### config.mk
export PLATFORM = sky130hd
export DESIGN_NAME = sbox_hpc2_scheduler_flat
export DESIGN_NICKNAME = d
export VERILOG_FILES = /design/src/rtl/sbox_hpc2_scheduler_if.sv /design/src/rtl/sbox_hpc2_scheduler.sv /design/src/flat_wrapper.sv
export SDC_FILE = /design/constraint.sdc
export NUM_CORES = 1
export LEC_CHECK = 0
export CAP_MARGIN = 20
export CORE_ASPECT_RATIO = 0.8
export CORE_MARGIN = 4
export CORE_UTILIZATION = 43
export DETAILED_ROUTE_END_ITERATION = 10
export PLACE_DENSITY = 0.87
export SLEW_MARGIN = 20
export SYNTH_ARGS = -nofsm -noshare
export SYNTH_HDL_FRONTEND = slang
export SYNTH_SLANG_ARGS = --single-unit
### constraint.sdc
create_clock -name clk -period 2.96 [get_ports clk]
set_input_delay 0.296 -clock clk [delete_from_list [all_inputs] [get_ports clk]]
set_output_delay 0.296 -clock clk [all_outputs]
set_load 0.05 [all_outputs]
### src/rtl/sbox_hpc2_scheduler_if.sv
// Bus bundle between the S-box scheduler, its requesters, the PRNG, the shared S-box
// and the result consumer. The scheduler uses the slave modport; the environment uses master.
interface sbox_hpc2_scheduler_if #(
  parameter int unsigned NUM_REQ = 4,
  parameter int unsigned FRESH_W = 102,
  parameter int unsigned ID_W    = 2
) ();
  logic [NUM_REQ-1:0]       req_valid;
  logic [NUM_REQ-1:0]       req_ready;
  logic [NUM_REQ-1:0][15:0] req_data;
  logic                     rnd_valid;
  logic                     rnd_ready;
  logic [FRESH_W-1:0]       rnd_data;
  logic [15:0]              sbox_si;
  logic [FRESH_W-1:0]       sbox_fresh;
  logic                     sbox_rst;
  logic                     sbox_synch;
  logic [15:0]              sbox_so;
  logic                     rsp_valid;
  logic                     rsp_ready;
  logic [ID_W-1:0]          rsp_id;
  logic [15:0]              rsp_data;
  logic                     rsp_err;

  modport slave (
    input  req_valid, req_data, rnd_valid, rnd_data, sbox_synch, sbox_so, rsp_ready,
    output req_ready, rnd_ready, sbox_si, sbox_fresh, sbox_rst, rsp_valid, rsp_id,
           rsp_data, rsp_err
  );

  modport master (
    output req_valid, req_data, rnd_valid, rnd_data, sbox_synch, sbox_so, rsp_ready,
    input  req_ready, rnd_ready, sbox_si, sbox_fresh, sbox_rst, rsp_valid, rsp_id,
           rsp_data, rsp_err
  );
endinterface

### src/rtl/sbox_hpc2_scheduler.sv
// Round-robin scheduler sharing one masked third-order HPC2 S-box among NUM_REQ requesters.
// Optional RUN-state watchdog: define SBOX_SCHED_WATCHDOG_EN.
module sbox_hpc2_scheduler #(
  parameter int unsigned NUM_REQ = 4,
  parameter int unsigned LATENCY = 8,
  parameter int unsigned FRESH_W = 102,
  parameter int unsigned ID_W    = 2
) (
  input  logic                 clk,
  input  logic                 rst_n,
  sbox_hpc2_scheduler_if.slave bus,
  output logic                 busy_o
);
  localparam int unsigned SEL_W = (NUM_REQ > 1) ? $clog2(NUM_REQ) : 1;
  localparam int unsigned SH_W  = 16;
`ifdef SBOX_SCHED_WATCHDOG_EN
  localparam int unsigned CNT_W = $clog2(LATENCY + 3);
`endif

  typedef enum logic [2:0] {IDLE, LOAD, RUN, DRAIN, RESP} state_e;

  state_e             state_q;
  logic [SEL_W-1:0]   rr_ptr_q;
  logic [SH_W-1:0]    si_lat_q;
  logic [SH_W-1:0]    sbox_si_q;
  logic [FRESH_W-1:0] sbox_fresh_q;
  logic               sbox_rst_q;
  logic               rnd_ready_q;
  logic               rsp_valid_q;
  logic [SH_W-1:0]    rsp_data_q;
  logic [ID_W-1:0]    rsp_id_q;
  logic               busy_q;
`ifdef SBOX_SCHED_WATCHDOG_EN
  logic [CNT_W-1:0]   run_cnt_q;
  logic               rsp_err_q;
`endif

  logic [NUM_REQ-1:0] gnt_c;
  logic [SEL_W-1:0]   gnt_idx_c;
  logic               gnt_vld_c;

  // Round-robin pick: first pending requester after the last grant, wrapping.
  always_comb begin
    int unsigned idx;
    idx       = 0;
    gnt_idx_c = '0;
    gnt_vld_c = 1'b0;
    if (state_q == IDLE) begin
      for (int unsigned off = 1; off <= NUM_REQ; off++) begin
        idx = (32'(rr_ptr_q) + off) % NUM_REQ;
        if (!gnt_vld_c && bus.req_valid[SEL_W'(idx)]) begin
          gnt_vld_c = 1'b1;
          gnt_idx_c = SEL_W'(idx);
        end
      end
    end
    gnt_c = NUM_REQ'(gnt_vld_c) << gnt_idx_c;
  end

  always_ff @(posedge clk or negedge rst_n) begin
    if (!rst_n) begin
      state_q      <= IDLE;
      rr_ptr_q     <= SEL_W'(NUM_REQ - 1);
      si_lat_q     <= '0;
      sbox_si_q    <= '0;
      sbox_fresh_q <= '0;
      sbox_rst_q   <= 1'b1;
      rnd_ready_q  <= 1'b0;
      rsp_valid_q  <= 1'b0;
      rsp_data_q   <= '0;
      rsp_id_q     <= '0;
      busy_q       <= 1'b0;
`ifdef SBOX_SCHED_WATCHDOG_EN
      run_cnt_q    <= '0;
      rsp_err_q    <= 1'b0;
`endif
    end else begin
      unique case (state_q)
        IDLE: begin
          if (gnt_vld_c) begin
            state_q     <= LOAD;
            rr_ptr_q    <= gnt_idx_c;
            si_lat_q    <= bus.req_data[gnt_idx_c];
            rnd_ready_q <= 1'b1;
            busy_q      <= 1'b1;
          end
        end
        LOAD: begin
          // Shares and randomness reach the S-box together, with its gating controller released.
          if (bus.rnd_valid) begin
            state_q      <= RUN;
            rnd_ready_q  <= 1'b0;
            sbox_si_q    <= si_lat_q;
            sbox_fresh_q <= bus.rnd_data;
            sbox_rst_q   <= 1'b0;
`ifdef SBOX_SCHED_WATCHDOG_EN
            run_cnt_q    <= '0;
`endif
          end
        end
        RUN: begin
          if (bus.sbox_synch) begin
            state_q    <= DRAIN;
            sbox_rst_q <= 1'b1;
          end
`ifdef SBOX_SCHED_WATCHDOG_EN
          else if (run_cnt_q == CNT_W'(LATENCY + 1)) begin
            // No Synch after LATENCY+2 cycles: give up and report an error with no data.
            state_q      <= RESP;
            sbox_rst_q   <= 1'b1;
            sbox_si_q    <= '0;
            sbox_fresh_q <= '0;
            rsp_valid_q  <= 1'b1;
            rsp_data_q   <= '0;
            rsp_id_q     <= ID_W'(rr_ptr_q);
            rsp_err_q    <= 1'b1;
          end else begin
            run_cnt_q <= run_cnt_q + CNT_W'(1);
          end
`endif
        end
        DRAIN: begin
          state_q      <= RESP;
          rsp_data_q   <= bus.sbox_so;
          rsp_id_q     <= ID_W'(rr_ptr_q);
          rsp_valid_q  <= 1'b1;
          sbox_si_q    <= '0;
          sbox_fresh_q <= '0;
        end
        RESP: begin
          if (bus.rsp_ready) begin
            state_q     <= IDLE;
            rsp_valid_q <= 1'b0;
            rsp_data_q  <= '0;
            rsp_id_q    <= '0;
            busy_q      <= 1'b0;
`ifdef SBOX_SCHED_WATCHDOG_EN
            rsp_err_q   <= 1'b0;
`endif
          end
        end
        default: state_q <= IDLE;
      endcase
    end
  end

  assign bus.req_ready  = gnt_c;
  assign bus.rnd_ready  = rnd_ready_q;
  assign bus.sbox_si    = sbox_si_q;
  assign bus.sbox_fresh = sbox_fresh_q;
  assign bus.sbox_rst   = sbox_rst_q;
  assign bus.rsp_valid  = rsp_valid_q;
  assign bus.rsp_data   = rsp_data_q;
  assign bus.rsp_id     = rsp_id_q;
`ifdef SBOX_SCHED_WATCHDOG_EN
  assign bus.rsp_err    = rsp_err_q;
`else
  assign bus.rsp_err    = 1'b0;
`endif
  assign busy_o         = busy_q;

endmodule

### src/flat_wrapper.sv
// flat-port wrapper written by rule: the top's interface ports become plain ports
module sbox_hpc2_scheduler_flat 
#(
  parameter int unsigned NUM_REQ = 4,
  parameter int unsigned LATENCY = 8,
  parameter int unsigned FRESH_W = 102,
  parameter int unsigned ID_W    = 2
)
  (clk, rst_n, busy_o, bus_req_valid, bus_req_data, bus_rnd_valid, bus_rnd_data, bus_sbox_synch, bus_sbox_so, bus_rsp_ready, bus_req_ready, bus_rnd_ready, bus_sbox_si, bus_sbox_fresh, bus_sbox_rst, bus_rsp_valid, bus_rsp_id, bus_rsp_data, bus_rsp_err);
  sbox_hpc2_scheduler_if #(.NUM_REQ(NUM_REQ), .FRESH_W(FRESH_W), .ID_W(ID_W)) bus_i ();
  input  logic clk;
  input  logic rst_n;
  output logic busy_o;
  input wire logic [$bits(bus_i.req_valid)-1:0] bus_req_valid;
  input wire logic [$bits(bus_i.req_data)-1:0] bus_req_data;
  input wire logic [$bits(bus_i.rnd_valid)-1:0] bus_rnd_valid;
  input wire logic [$bits(bus_i.rnd_data)-1:0] bus_rnd_data;
  input wire logic [$bits(bus_i.sbox_synch)-1:0] bus_sbox_synch;
  input wire logic [$bits(bus_i.sbox_so)-1:0] bus_sbox_so;
  input wire logic [$bits(bus_i.rsp_ready)-1:0] bus_rsp_ready;
  output wire logic [$bits(bus_i.req_ready)-1:0] bus_req_ready;
  output wire logic [$bits(bus_i.rnd_ready)-1:0] bus_rnd_ready;
  output wire logic [$bits(bus_i.sbox_si)-1:0] bus_sbox_si;
  output wire logic [$bits(bus_i.sbox_fresh)-1:0] bus_sbox_fresh;
  output wire logic [$bits(bus_i.sbox_rst)-1:0] bus_sbox_rst;
  output wire logic [$bits(bus_i.rsp_valid)-1:0] bus_rsp_valid;
  output wire logic [$bits(bus_i.rsp_id)-1:0] bus_rsp_id;
  output wire logic [$bits(bus_i.rsp_data)-1:0] bus_rsp_data;
  output wire logic [$bits(bus_i.rsp_err)-1:0] bus_rsp_err;
  assign bus_i.req_valid = bus_req_valid;
  assign bus_i.req_data = bus_req_data;
  assign bus_i.rnd_valid = bus_rnd_valid;
  assign bus_i.rnd_data = bus_rnd_data;
  assign bus_i.sbox_synch = bus_sbox_synch;
  assign bus_i.sbox_so = bus_sbox_so;
  assign bus_i.rsp_ready = bus_rsp_ready;
  assign bus_req_ready = bus_i.req_ready;
  assign bus_rnd_ready = bus_i.rnd_ready;
  assign bus_sbox_si = bus_i.sbox_si;
  assign bus_sbox_fresh = bus_i.sbox_fresh;
  assign bus_sbox_rst = bus_i.sbox_rst;
  assign bus_rsp_valid = bus_i.rsp_valid;
  assign bus_rsp_id = bus_i.rsp_id;
  assign bus_rsp_data = bus_i.rsp_data;
  assign bus_rsp_err = bus_i.rsp_err;
  sbox_hpc2_scheduler #(.NUM_REQ(NUM_REQ), .LATENCY(LATENCY), .FRESH_W(FRESH_W), .ID_W(ID_W)) u_core (.clk(clk), .rst_n(rst_n), .bus(bus_i), .busy_o(busy_o));
endmodule
# --- Yosys cells after proc, flatten, opt, wreduce, memory -nomap -nowiden ---
# Cells that the tools add are included.
# W data, S select, Z words.
totals:
  reg_bits: 161
  in_bits: 191
classes:
  add_sub_neg: 4
  n_reduce_logical: 19
  mux: 44
  n_eq_ne: 8
  order_cmp: 5
  shift: 1
ops:
  columns: ["cell", "n"]
  rows:
  - ["$pmux W102 S2", 1]
  - ["$mux W102", 1]
  - ["$pmux W16 S2", 2]
  - ["$mux W16", 3]
  - ["$bmux W16 S2", 1]
  - ["$mux W1", 16]
  - ["$lt A2 B3 Y1 const B", 5]
  - ["$pmux W3 S5", 1]
  - ["$mux W2", 6]
  - ["$mux W3", 4]
  - ["$reduce_bool A2 Y1", 5]
  - ["$reduce_and A3 Y1", 3]
  - ["$bmux W1 S2", 4]
  - ["$pmux W1 S2", 4]
  - ["$eq A3 B2 Y1 const B", 2]
  - ["$ne A2 B2 Y1 const B", 3]
  - ["$reduce_and A2 Y1", 3]
  - ["$add A2 B1 Y2 const B", 2]
  - ["$add A2 B2 Y2 const B", 2]
  - ["$pmux W2 S2", 1]
  - ["$reduce_and A4 Y1", 1]
  - ["$shl A1 B2 Y4", 1]
  - ["$eq A3 B1 Y1 const B", 1]
  - ["$eq A3 B3 Y1 const B", 1]
  - ["other kinds (4)", 8]

# --- Depth between registers and ports, before layout ---
logic_depth:
  word_depth: 19
  depth_mapped: 8

# --- Worst setup path after synthesis ---
# No wires, ideal clock.
synth_path:
  kind: "reg2out"
  from: "reg u_core.rr_ptr_q[1]"
  to: "out bus_req_ready[2]"
  stages_incl_launch_ff: 8
  arrival_time_ns: 2.163
  n_path_buf: 3
  setup_slack_ns: 0.501
  path_cell_list: "dfstp_2 buf_2 nor3b_1 a311o_1 nand2b_1 buf_2 buf_6 nor2_1"
synth_via:
  elab_chain_len: 18
  word_cells_on_any_way: 32
synth_rtl:
  columns: ["item", "line", "rtl"]
  rows:
  - ["from (decl)", "sbox_hpc2_scheduler.sv:23", "logic [SEL_W-1:0] rr_ptr_q;"]
  - ["from (signal assigned)", "sbox_hpc2_scheduler.sv:63", "rr_ptr_q <= SEL_W'(NUM_REQ - 1);"]
  - ["from (signal assigned)", "sbox_hpc2_scheduler.sv:82", "rr_ptr_q <= gnt_idx_c;"]
  - ["$add A2 B1 Y2", "sbox_hpc2_scheduler.sv:50", "idx = (32'(rr_ptr_q) + off) % NUM_REQ;"]
  - ["$bmux W1 S2", "sbox_hpc2_scheduler.sv:51", "if (!gnt_vld_c && bus.req_valid[SEL_W'(idx)]) begin"]
  - ["$mux W1 (implied by the code)", "sbox_hpc2_scheduler.sv:51", null]
  - ["$mux W1", "sbox_hpc2_scheduler.sv:51", null]
  - ["$mux W1", "sbox_hpc2_scheduler.sv:48", "if (state_q == IDLE) begin"]
  - ["$logic_not A1 Y1", "sbox_hpc2_scheduler.sv:51", null]
  - ["$logic_and A1 B1 Y1", "sbox_hpc2_scheduler.sv:51", null]
  - ["$mux W1", "sbox_hpc2_scheduler.sv:51", null]
  - ["[2 not listed]", null, null]
  - ["$logic_and A1 B1 Y1", "sbox_hpc2_scheduler.sv:51", null]
  - ["$mux W1", "sbox_hpc2_scheduler.sv:51", null]
  - ["$mux W1", "sbox_hpc2_scheduler.sv:48", null]
  - ["$logic_not A1 Y1", "sbox_hpc2_scheduler.sv:51", null]
  - ["$logic_and A1 B1 Y1", "sbox_hpc2_scheduler.sv:51", null]
  - ["$mux W1 / $mux W2 (equally long branches)", "sbox_hpc2_scheduler.sv:51", null]
  - ["$mux W1 / $mux W2 (equally long branches)", "sbox_hpc2_scheduler.sv:48", null]
  - ["$shl A1 B2 Y4 (*)", "sbox_hpc2_scheduler.sv:57", "gnt_c = NUM_REQ'(gnt_vld_c) << gnt_idx_c;"]
  - ["to (decl)", "flat_wrapper.sv:21", "output wire logic [$bits(bus_i.req_ready)-1:0] bus_req_ready;"]
# Every way passes the cells marked *; elsewhere a longest branch is shown, timed or not. The select of a mux whose other input is x is not followed.

# --- Worst setup path after layout ---
layout_path:
  from: "in bus_req_valid[1]"
  to: "out bus_req_ready[3]"
layout_via:
  elab_chain_len: 17
  word_cells_on_any_way: 28
layout_rtl:
  columns: ["item", "line", "rtl"]
  rows:
  - ["from (decl)", "flat_wrapper.sv:14", "input wire logic [$bits(bus_i.req_valid)-1:0] bus_req_valid;"]
  - ["$bmux W1 S2", "sbox_hpc2_scheduler.sv:51", null]
  - ["$mux W1 (implied by the code)", "sbox_hpc2_scheduler.sv:51", null]
  - ["$mux W1", "sbox_hpc2_scheduler.sv:51", null]
  - ["$mux W1", "sbox_hpc2_scheduler.sv:48", null]
  - ["$logic_not A1 Y1", "sbox_hpc2_scheduler.sv:51", null]
  - ["$logic_and A1 B1 Y1", "sbox_hpc2_scheduler.sv:51", null]
  - ["$mux W1", "sbox_hpc2_scheduler.sv:51", null]
  - ["$mux W1", "sbox_hpc2_scheduler.sv:48", null]
  - ["$logic_not A1 Y1", "sbox_hpc2_scheduler.sv:51", null]
  - ["$logic_and A1 B1 Y1", "sbox_hpc2_scheduler.sv:51", null]
  - ["$mux W1", "sbox_hpc2_scheduler.sv:51", null]
  - ["$mux W1", "sbox_hpc2_scheduler.sv:48", null]
  - ["$logic_not A1 Y1", "sbox_hpc2_scheduler.sv:51", null]
  - ["$logic_and A1 B1 Y1", "sbox_hpc2_scheduler.sv:51", null]
  - ["$mux W1 / $mux W2 (equally long branches)", "sbox_hpc2_scheduler.sv:51", null]
  - ["$mux W1 / $mux W2 (equally long branches)", "sbox_hpc2_scheduler.sv:48", null]
  - ["$shl A1 B2 Y4 (*)", "sbox_hpc2_scheduler.sv:57", null]
# Marks and branches as above.

==> impl_metrics.tcl <==
set metrics [dict create \
    ir_drop_mv 0.722 \
    antenna_found_initial 0 \
    routabilityCongestion 0.941 \
    gr-usage-met3_pct 7.19 \
    die-area_sq_mm 0.0169 \
    p_leak_nw 4.64 \
    cts-root-buf "clkbuf_16" \
    finalNetCount 997 \
    initialDrtViolationCount 315 \
    grt_pass1_wl_microns 31000 \
    slowest_stage "clkdlybuf4s50_1" \
    yosysSeqAreaShare_pct 63.2 \
    cts_sinks 161 \
    async_flop_share_pct 100 \
    postSynthCellCount 481 \
    max-clock-path-buffers 2 \
    max_stage_delay_ns 0.52 \
    finalSetupTns_ns 0 \
    synth_edf_count 0 \
    worstSetupEndpointType "primary output" \
    worst_pin_slew_ns 0.839 \
    num_vias 5606 \
    grt-busiest-layer "met2" \
    grt-ovfl-total 0 \
    crit_start "bus_req_valid[1]" \
    cp_num_cells 6 \
    ys_top_cells_by_count "158 x dfrtp_1, 136 x a22o_1, 20 x mux2i_1" \
    crit_buf_inv 2 \
    grt_use_total_pct 23.9 \
    p_per_area_mw_per_mm2 1250 \
    ys_seq_elements 161 \
    crit_required_ns 2.66 \
    outcome "finished clean" \
    r2r_start "u_core.rr_ptr_q[0]" \
    period_needed_ns 2.77 \
    reg2reg_to "u_core.si_lat_q[7]" \
    max_slew_margin_pct 43.9 \
    die_x_microns 144 \
    htree_levels 4 \
    ios 336 \
    routedWlPerCell_microns 20.5 \
    synth_fp_nets 672 \
    synth_cell_types 41 \
    timing.final.crit_share_pct 93.5 \
    place_hpwl_microns 14900 \
    via_per_inst 5.59 \
    grt_pass1_vias 5846 \
    max_cap_viol_count 0 \
    area_delta_synth_final_pct 64.5 \
    r2r_slack_ns 0.64 \
    synth_area_sq_mm 0.00638 \
    ctsResizeCount 0 \
    grt_max_degree 91 \
    finalHoldViolCount 0 \
    netlist.area_leader.share_pct 62.0 \
    diodes 0 \
    crit_type "in -> out" \
    finClkSkew_ns 0.0138 \
    cts_tree "yes" \
    core_area_sq_mm 0.0144 \
    holdCritPathClass "in -> async" \
    arrival_ns 2.47 \
    critPathMaxFanout 13 \
    drc 0 \
    rsz0062_at_grt "no" \
    worstSetupEndpoint "bus_req_ready[3]" \
    clock_latency_ns 0.42 \
    yosysMostFrequentCell "dfrtp_1" \
    netlist_top_cells_area "dfrtp_1 62%, a22o_1 19%, mux2i_1 3.1%" \
    use_met2_pct 41.0 \
    ys_warn_count 0 \
    r2r_cells 6 \
    worst_hold_slack_ns 0.456 \
    drive_above_1_share_pct 7.08 \
    start_util_pct 44.3 \
    io_buffer_count 334 \
    routed_wirelength_microns 20500 \
    critPathLaunchType "input port" \
    synth_top_area_cell "dfrtp_1" \
    antenna_left 0 \
    die_h_microns 117 \
    final-setup-viol-count 0 \
    path_clk_slew_ns 0.06 \
    cts_setup_buffers 0 \
    dr.pass1.iters 5 \
    path_cells "clkdlybuf4s50_1 -> or2_0 -> a311o_1 -> nand2b_1 -> nor2b_1 -> buf_12" \
    fmaxAchievable_mhz 361 \
    cpLargestDelayFamily "simple AND/OR/NAND/NOR gates" \
    drv_slew 0 \
    rows 39 \
    gr-usage-met1_pct 28.5 \
    synth_ff_type "dfrtp_1" \
    cts_buffers 17 \
    synth.avg_cell_area_sq_um 13.3 \
]
==> stage by stage <==
| step | util [%] | std cells | instance area (sq um) | setup WS (ns) | total power [W] |
|---|---|---|---|---|---|
| after floorplan | - | 481 | 6380 | 0.501 | 0.00845 |
| after global routing | 72.9 | 1003 | 10500 | 0.0438 | 0.0137 |
| after detailed placement | 68.9 | 970 | 9920 | 0.227 | 0.0110 |
| after CTS | 72.9 | 1003 | 10500 | 0.208 | 0.0132 |
| final | 72.9 | 1003 | 10500 | 0.193 | 0.0131 |
| after global placement | 68.9 | 970 | 9920 | 0.283 | 0.0108 |
==> final cells by class <==
class	count	area [sq um]
Tap cell	184	230
Clock buffer	19	433
Timing Repair Buffer	347	3510
Sequential cell	161	4030
Multi-Input combinational cell	276	2150
Fill cell	950	3900
Inverter	3	11.3
Clock inverter	13	129
==> routing by layer <==
layer	vias up	share of wire, %
met4	0	2.6
li1	2507	-
met5	-	0
met3	40	8.3
met2	289	51
met1	2770	38
==> logic make-up after synthesis <==
group / synth area share, %
compound gates: 25.3
buf+inv: 3.29
flops: 63.2
mux: 3.14
other cells: 0.0588
simple gates: 5.00
==> flip-flops by register name (all words and copies together), names as in the netlist <==
signal / cells
u_core.bus.rsp_data: 16
u_core.state_q: 3
u_core.bus.sbox_rst: 1
u_core.si_lat_q: 16
u_core.busy_o: 1
u_core.bus.sbox_si: 16
u_core.rr_ptr_q: 2
u_core.bus.rsp_id: 2
u_core.bus.rnd_ready: 1
u_core.bus.sbox_fresh: 102
u_core.bus.rsp_valid: 1
==> report_power, final <==
group | total, W | switching [W] | internal [W]
logic | 0.00727 | 0.00457 | 0.00269
clock network | 0.00208 | 0.000906 | 0.00117
registers | 0.00374 | 0.000602 | 0.00314
==> placed cells by master, fill, tap and decap left out, types with 8 or more instances in the layout <==
cell type        instances
buf_4                   10
o221ai_1                10
nor2_1                  14
a22o_1                 136
mux2i_1                 20
clkbuf_16               17
nand2_1                 19
a21oi_1                 11
clkdlybuf4s50_1        329
a21o_1                   8
dfrtp_1                158
==> what timing repair did <==
action                                  in CTS  in global routing
endpoints found under the setup margin       0                  0
endpoints found under the hold margin       74                  0
hold buffers                                 1                  0
==> worst min-delay path by stage <==
stage / depth (start not counted) / end / slack [ns]
2_1_floorplan: 0 / u_core.bus.rnd_ready / 0.0004
3_3_place_gp: 1 / u_core.bus.sbox_si[9] / 0.35
3_5_place_dp: 1 / u_core.si_lat_q[9] / 0.37
4_1_cts: 2 / u_core.bus.sbox_fresh[11] / 0.46
5_1_grt: 2 / u_core.bus.sbox_fresh[24] / 0.46
6_report: 2 / u_core.bus.sbox_si[14] / 0.46
Note: power is estimated with default switching activity, not from simulation.
